## config.mk

```make
export PLATFORM = sky130hd
export DESIGN_NAME = fp_add_arbiter_flat
export DESIGN_NICKNAME = d
export VERILOG_FILES = /design/src/rtl/fp_add_arbiter_if.sv /design/src/rtl/fp_add_arbiter.sv /design/src/flat_wrapper.sv
export SDC_FILE = /design/constraint.sdc
export NUM_CORES = 1
export LEC_CHECK = 0
export ABC_AREA = 0
export ABC_CLOCK_PERIOD_IN_PS = 2200
export BUFFER_PORTS_ARGS = -buffer_cell sky130_fd_sc_hd__buf_4
export CAP_MARGIN = 20
export CORE_ASPECT_RATIO = 1.2
export CORE_MARGIN = 2
export CORE_UTILIZATION = 45
export DETAILED_ROUTE_END_ITERATION = 8
export PLACE_DENSITY = 0.8
export SLEW_MARGIN = 20
export SYNTH_ARGS = -nofsm -noshare
export SYNTH_HDL_FRONTEND = slang
export SYNTH_SLANG_ARGS = --single-unit
```

## constraint.sdc

```tcl
create_clock -name clk -period 2.2 [get_ports clk]
set_input_delay 0.22 -clock clk [delete_from_list [all_inputs] [get_ports clk]]
set_output_delay 0.22 -clock clk [all_outputs]
set_load 0.02 [all_outputs]
```

## src/rtl/fp_add_arbiter_if.sv

```systemverilog
// Request/response, shared-adder command and status bundle for fp_add_arbiter.
interface fp_add_arbiter_if;
  localparam int unsigned DataW  = 32;
  localparam int unsigned OpCntW = 16;

  logic              req0_valid, req1_valid;
  logic              req0_ready, req1_ready;
  logic [DataW-1:0]  req0_a, req0_b, req1_a, req1_b;
  logic              rsp0_valid, rsp1_valid;
  logic              rsp0_ready, rsp1_ready;
  logic [DataW-1:0]  rsp_result;
  logic              rsp_err;
  logic              add_start;
  logic [DataW-1:0]  add_a, add_b;
  logic              add_done;
  logic [DataW-1:0]  add_result;
  logic              busy;
  logic [OpCntW-1:0] op_count;

  modport slave (
    input  req0_valid, req1_valid, req0_a, req0_b, req1_a, req1_b,
    input  rsp0_ready, rsp1_ready, add_done, add_result,
    output req0_ready, req1_ready, rsp0_valid, rsp1_valid, rsp_result, rsp_err,
    output add_start, add_a, add_b, busy, op_count
  );

  modport master (
    output req0_valid, req1_valid, req0_a, req0_b, req1_a, req1_b,
    output rsp0_ready, rsp1_ready, add_done, add_result,
    input  req0_ready, req1_ready, rsp0_valid, rsp1_valid, rsp_result, rsp_err,
    input  add_start, add_a, add_b, busy, op_count
  );
endinterface

```

## src/rtl/fp_add_arbiter.sv

```systemverilog
// Two-requester round-robin arbiter in front of one shared FP adder, with a
// completion timeout that returns a flagged 7FFFFFFF result.
module fp_add_arbiter #(
  parameter int unsigned TIMEOUT = 16
) (
  input logic             clk,
  input logic             reset,
  fp_add_arbiter_if.slave bus
);
  localparam int unsigned      DataW         = 32;
  localparam int unsigned      OpCntW        = 16;
  localparam int unsigned      CntW          = 8;
  localparam logic [DataW-1:0] TimeoutResult = 32'h7FFF_FFFF;
  localparam logic [CntW-1:0]  LastWait      = CntW'(TIMEOUT - 1);

  typedef enum logic [1:0] {IDLE, ISSUE, WAIT, RESP} stateE;

  stateE             state, stateNext;
  logic              owner, ownerNext;
  logic              lastGrant, lastGrantNext;
  logic [CntW-1:0]   waitCnt, waitCntNext;
  logic              addStart, addStartNext;
  logic [DataW-1:0]  addA, addANext;
  logic [DataW-1:0]  addB, addBNext;
  logic [DataW-1:0]  rspResult, rspResultNext;
  logic              rspErr, rspErrNext;
  logic [1:0]        rspValid, rspValidNext;
  logic              busyQ, busyNext;
  logic [OpCntW-1:0] opCount, opCountNext;
  logic              grant0, grant1, ownerReady;

  // On contention the requester that was not served last wins.
  always_comb begin
    grant0 = bus.req0_valid && (!bus.req1_valid || lastGrant);
    grant1 = bus.req1_valid && (!bus.req0_valid || !lastGrant);
  end

  assign bus.req0_ready = (state == IDLE) && grant0;
  assign bus.req1_ready = (state == IDLE) && grant1;
  assign ownerReady     = owner ? bus.rsp1_ready : bus.rsp0_ready;

  always_comb begin
    stateNext     = state;
    ownerNext     = owner;
    lastGrantNext = lastGrant;
    waitCntNext   = waitCnt;
    addStartNext  = 1'b0;
    addANext      = addA;
    addBNext      = addB;
    rspResultNext = rspResult;
    rspErrNext    = rspErr;
    rspValidNext  = 2'b00;
    opCountNext   = opCount;
    case (state)
      IDLE: begin
        if (grant0 || grant1) begin
          stateNext    = ISSUE;
          ownerNext    = grant1;
          addStartNext = 1'b1;
          addANext     = grant1 ? bus.req1_a : bus.req0_a;
          addBNext     = grant1 ? bus.req1_b : bus.req0_b;
        end
      end
      ISSUE: begin
        stateNext   = WAIT;
        waitCntNext = '0;
      end
      // A completion on the last allowed cycle still beats the timeout.
      WAIT: begin
        if (bus.add_done) begin
          stateNext           = RESP;
          rspResultNext       = bus.add_result;
          rspErrNext          = 1'b0;
          rspValidNext[owner] = 1'b1;
        end else if (waitCnt == LastWait) begin
          stateNext           = RESP;
          rspResultNext       = TimeoutResult;
          rspErrNext          = 1'b1;
          rspValidNext[owner] = 1'b1;
        end else begin
          waitCntNext = waitCnt + CntW'(1);
        end
      end
      RESP: begin
        if (ownerReady) begin
          stateNext     = IDLE;
          lastGrantNext = owner;
          opCountNext   = opCount + OpCntW'(1);
        end else begin
          rspValidNext[owner] = 1'b1;
        end
      end
      default: stateNext = IDLE;
    endcase
    busyNext = (stateNext != IDLE);
  end

  always_ff @(posedge clk) begin
    if (reset) begin
      state     <= IDLE;
      owner     <= 1'b0;
      lastGrant <= 1'b1;
      waitCnt   <= '0;
      addStart  <= 1'b0;
      addA      <= '0;
      addB      <= '0;
      rspResult <= '0;
      rspErr    <= 1'b0;
      rspValid  <= 2'b00;
      busyQ     <= 1'b0;
      opCount   <= '0;
    end else begin
      state     <= stateNext;
      owner     <= ownerNext;
      lastGrant <= lastGrantNext;
      waitCnt   <= waitCntNext;
      addStart  <= addStartNext;
      addA      <= addANext;
      addB      <= addBNext;
      rspResult <= rspResultNext;
      rspErr    <= rspErrNext;
      rspValid  <= rspValidNext;
      busyQ     <= busyNext;
      opCount   <= opCountNext;
    end
  end

  assign bus.add_start  = addStart;
  assign bus.add_a      = addA;
  assign bus.add_b      = addB;
  assign bus.rsp_result = rspResult;
  assign bus.rsp_err    = rspErr;
  assign bus.rsp0_valid = rspValid[0];
  assign bus.rsp1_valid = rspValid[1];
  assign bus.busy       = busyQ;
  assign bus.op_count   = opCount;
endmodule

```

## src/flat_wrapper.sv

```systemverilog
// flat-port wrapper written by rule: the top's interface ports become plain ports
module fp_add_arbiter_flat 
#(
  parameter int unsigned TIMEOUT = 16
)
  (clk, reset, bus_req0_valid, bus_req1_valid, bus_req0_a, bus_req0_b, bus_req1_a, bus_req1_b, bus_rsp0_ready, bus_rsp1_ready, bus_add_done, bus_add_result, bus_req0_ready, bus_req1_ready, bus_rsp0_valid, bus_rsp1_valid, bus_rsp_result, bus_rsp_err, bus_add_start, bus_add_a, bus_add_b, bus_busy, bus_op_count);
  fp_add_arbiter_if bus_i ();
  input logic clk;
  input logic reset;
  input wire logic [$bits(bus_i.req0_valid)-1:0] bus_req0_valid;
  input wire logic [$bits(bus_i.req1_valid)-1:0] bus_req1_valid;
  input wire logic [$bits(bus_i.req0_a)-1:0] bus_req0_a;
  input wire logic [$bits(bus_i.req0_b)-1:0] bus_req0_b;
  input wire logic [$bits(bus_i.req1_a)-1:0] bus_req1_a;
  input wire logic [$bits(bus_i.req1_b)-1:0] bus_req1_b;
  input wire logic [$bits(bus_i.rsp0_ready)-1:0] bus_rsp0_ready;
  input wire logic [$bits(bus_i.rsp1_ready)-1:0] bus_rsp1_ready;
  input wire logic [$bits(bus_i.add_done)-1:0] bus_add_done;
  input wire logic [$bits(bus_i.add_result)-1:0] bus_add_result;
  output wire logic [$bits(bus_i.req0_ready)-1:0] bus_req0_ready;
  output wire logic [$bits(bus_i.req1_ready)-1:0] bus_req1_ready;
  output wire logic [$bits(bus_i.rsp0_valid)-1:0] bus_rsp0_valid;
  output wire logic [$bits(bus_i.rsp1_valid)-1:0] bus_rsp1_valid;
  output wire logic [$bits(bus_i.rsp_result)-1:0] bus_rsp_result;
  output wire logic [$bits(bus_i.rsp_err)-1:0] bus_rsp_err;
  output wire logic [$bits(bus_i.add_start)-1:0] bus_add_start;
  output wire logic [$bits(bus_i.add_a)-1:0] bus_add_a;
  output wire logic [$bits(bus_i.add_b)-1:0] bus_add_b;
  output wire logic [$bits(bus_i.busy)-1:0] bus_busy;
  output wire logic [$bits(bus_i.op_count)-1:0] bus_op_count;
  assign bus_i.req0_valid = bus_req0_valid;
  assign bus_i.req1_valid = bus_req1_valid;
  assign bus_i.req0_a = bus_req0_a;
  assign bus_i.req0_b = bus_req0_b;
  assign bus_i.req1_a = bus_req1_a;
  assign bus_i.req1_b = bus_req1_b;
  assign bus_i.rsp0_ready = bus_rsp0_ready;
  assign bus_i.rsp1_ready = bus_rsp1_ready;
  assign bus_i.add_done = bus_add_done;
  assign bus_i.add_result = bus_add_result;
  assign bus_req0_ready = bus_i.req0_ready;
  assign bus_req1_ready = bus_i.req1_ready;
  assign bus_rsp0_valid = bus_i.rsp0_valid;
  assign bus_rsp1_valid = bus_i.rsp1_valid;
  assign bus_rsp_result = bus_i.rsp_result;
  assign bus_rsp_err = bus_i.rsp_err;
  assign bus_add_start = bus_i.add_start;
  assign bus_add_a = bus_i.add_a;
  assign bus_add_b = bus_i.add_b;
  assign bus_busy = bus_i.busy;
  assign bus_op_count = bus_i.op_count;
  fp_add_arbiter #(.TIMEOUT(TIMEOUT)) u_core (.clk(clk), .reset(reset), .bus(bus_i));
endmodule
```

==> results.md <==
* CTS Buf Count at 17
* Fraction of layout cells with a size suffix above 1 at 45.1%
* Crit-path max FO at 10
* Post-synthesis cell type count at 43
* Die area at 12,800 sq um
* Site Rows at 43
* Die Width at 103 microns
* Non-Filler Instances at 979
* # nets final at 976
* CP Buf/Inv Count at 0
* DP Wirelength at 12,300 microns
* GRT overflow at 0
* Layout Utilization at 72.1%
* Simple-gate share of the synthesized area at 12.7%
* Type of the worst setup path: reg -> reg
* Post-Synth XOR/XNOR Area at 2.46%
* Tightest Pin Transition at 0.596 ns
* GR Util All Layers at 25.0%
* Final setup viols at 0
* Reg clk slew, reported paths at 0.06 ns
* HP Class: in -> reg
* Starting Density at 46.2%
* Status: completed
* Slew margin rel. at 59.9%
* Clock sink count at 129
* Cell family with most CP delay: simple AND/OR/NAND/NOR gates
* Syn Inst Count at 537
* First-pass DRT Iterations at 4
* Setup crit start kind: flop
* Placer Congestion at 0.837
* # Post-CTS Setup Buffers at 0
* Main combinational cell family by area after synthesis: compound AO/OA/AOI/OAI gates
* Achievable Freq at 517 MHz
* Synthesized area per cell at 9.95 sq um
* Synth Flop Type: dfxtp_1
* CP endpoint kind: flop
* Setup TNS Final at 0 ns
* Synth Warn # at 0
* Number of global-route vias before repair at 5,045
* Async SR Flop Fraction at 0%
* P&R area growth vs syn at 55.9%
* Drt via density at 5.26
* Worst path max stage delay at 0.62 ns
* Post-DRT Antenna Nets at 0
* Post-synth EDFFs at 0
* Synth Register Bits at 129
* First-pass GRT wire length at 24,600 microns
* Mux cell area share after synthesis at 12.8%
* CTS Root Cell: clkbuf_16
* Antenna violations before repair at 1
* Post-route DRC at 0
* Final hold viol count at 0
* CP Data Arrival Time at 2.27 ns
* Hold buffers post-CTS at 0
* Avg WL per Cell at 16.8 microns
* Slowest CP cell: or4_4
* Worst-skew pair later-pin latency at 0.41 ns
* Mapped Nets at 706
* Design Power at 7.61 mW
* Die Ht at 123 microns
* Post-layout min period at 1.93 ns
* I/O Buffers at 285
* RSZ-0062 raised after global routing: no
* Final Skew at 0.0113 ns
* Total number of vias at 5,147
* CP cell instances: nand2_1 -> or4_4 -> or4_1 -> a21oi_1
* Max rail drop VDD at 0.515 mV
* Io pins at 286
* WP data required at 2.53 ns
* Cells after DPL at 945
* Pwr dens at 913 nW/um^2
* Resized cells post-CTS at 0
* Routed WL at 16,400 microns
* Final Cycle Share at 87.9%
* CTS tree: done
* Final slew viol count at 0
* Complex-gate fraction of the synthesized area at 19.2%
* Adder-cell area share of the yosys netlist at 0.468%
* R2R Setup Slk at 0.27 ns
* 1st-iter DRT viols at 196
* CTS Buffer Depth at 2
* Total core area at 11,600 sq um
* Sequential area share after synthesis at 48.3%
* Pleak at 3.70 nW
* # H-tree levels at 4
* Largest net degree at the start of global routing at 66
* Max Cap Viol at 0
* Syn Std Cell Area at 5350 sq um
## cell type report
type	instances	area (sq um)
flip-flops and latches	129	2580
diodes	2	5.00
well taps	157	196
clock inverters	12	228
inverters	8	30.0
multi-input cells	355	2570
repair buffers	296	2260
clock buffers	20	467
fillers	849	3230
## through the flow
| stage | hold slack (ns) | worst slack [ns] | instance area (sq um) |
|---|---|---|---|
| final | 0.0759 | 0.267 | 8340 |
| after CTS | 0.0617 | 0.262 | 8330 |
| after global routing | 0.0600 | 0.173 | 8330 |
| after global placement | 0.483 | 0.381 | 7640 |
| after floorplan | 0.368 | 0.381 | 5350 |
| after detailed placement | 0.471 | 0.271 | 7640 |
## Yosys cell counts, drive strengths merged, types with 3 or more instances
cell type | instances | share of area, %
inv | 7 | 0.49
nor2b | 3 | 0.35
nand2b | 5 | 0.59
buf | 18 | 1.6
xnor2 | 14 | 2.3
a21oi | 12 | 1.1
or3 | 3 | 0.35
clkbuf | 27 | 1.9
nor4 | 4 | 0.75
dfxtp | 129 | 48
nand4 | 6 | 0.70
o221a | 31 | 6.5
mux2i | 65 | 12
nand3 | 7 | 0.66
nor4b | 3 | 0.49
a211oi | 67 | 9.4
nand2 | 11 | 0.77
mux2 | 3 | 0.63
nor2 | 89 | 6.2
o21ai | 6 | 0.56
nor3 | 3 | 0.28
## sequential cells by signal (all words and copies together) (netlist names)
register / flops
u_core.bus.rsp_err: 1
u_core.state: 2
u_core.waitCnt: 8
u_core.bus.busy: 1
u_core.bus.rsp_result: 32
u_core.bus.add_b: 32
u_core.bus.op_count: 16
u_core.owner: 1
u_core.rspValid: 2
u_core.bus.add_a: 32
u_core.bus.add_start: 1
u_core.lastGrant: 1
## cell usage in the layout (no fill, tap or decap), drive strengths merged, types with 2 or more instances in the layout
| cell type | n |
|---|---|
| buf | 296 |
| dfxtp | 129 |
| nor2 | 89 |
| a211oi | 67 |
| mux2i | 65 |
| o221a | 31 |
| clkbuf | 20 |
| xnor2 | 14 |
| a21oi | 12 |
| nand2 | 11 |
| inv | 8 |
| nand3 | 7 |
| nand4 | 6 |
| o21ai | 6 |
| bufinv | 6 |
| nand2b | 5 |
| clkinv | 5 |
| nor4 | 4 |
| mux2 | 3 |
| nor4b | 3 |
| or3 | 3 |
| nor2b | 3 |
| nor3 | 3 |
| diode | 2 |
| and2 | 2 |
| and3 | 2 |
| nand3b | 2 |
| nor3b | 2 |
| ha | 2 |
| or4 | 2 |
| a2111oi | 2 |
## report_power, final
part	total [mW]	switching (mW)	leakage [nW]	internal, mW
sequential	2.71	0.139	1.06	2.57
clock	3.26	1.04	0.337	2.22
combinational	1.63	0.863	2.30	0.771
## cells by family after synthesis
group / after synthesis
buffers and inverters: 53
AND/OR/NAND/NOR: 145
XOR/XNOR: 15
multiplexers: 68
AO/OA/AOI/OAI: 125
adder cells (fa/ha/maj): 2
flip-flops: 129
## layer usage
| metal | track usage [%] | share of wire [%] | vias to the layer above |
|---|---|---|---|
| met4 | 9.29 | 2.1 | 0 |
| met1 | 26.7 | 37 | 2389 |
| li1 | - | - | 2521 |
| met2 | 43.3 | 51 | 208 |
| met3 | 10.6 | 10 | 29 |
| met5 | 0 | 0 | - |
## worst paths after layout
kind,from,to,cells past startpoint
setup / recovery,u_core.state[0],u_core.bus.op_count[13],4
hold / removal,bus_add_result[28],u_core.bus.rsp_result[28],2
hold reg to reg,u_core.bus.rsp_result[31],u_core.bus.rsp_result[31],2
setup reg to reg,u_core.state[0],u_core.bus.op_count[13],4
(Power assumes the default switching activity.)
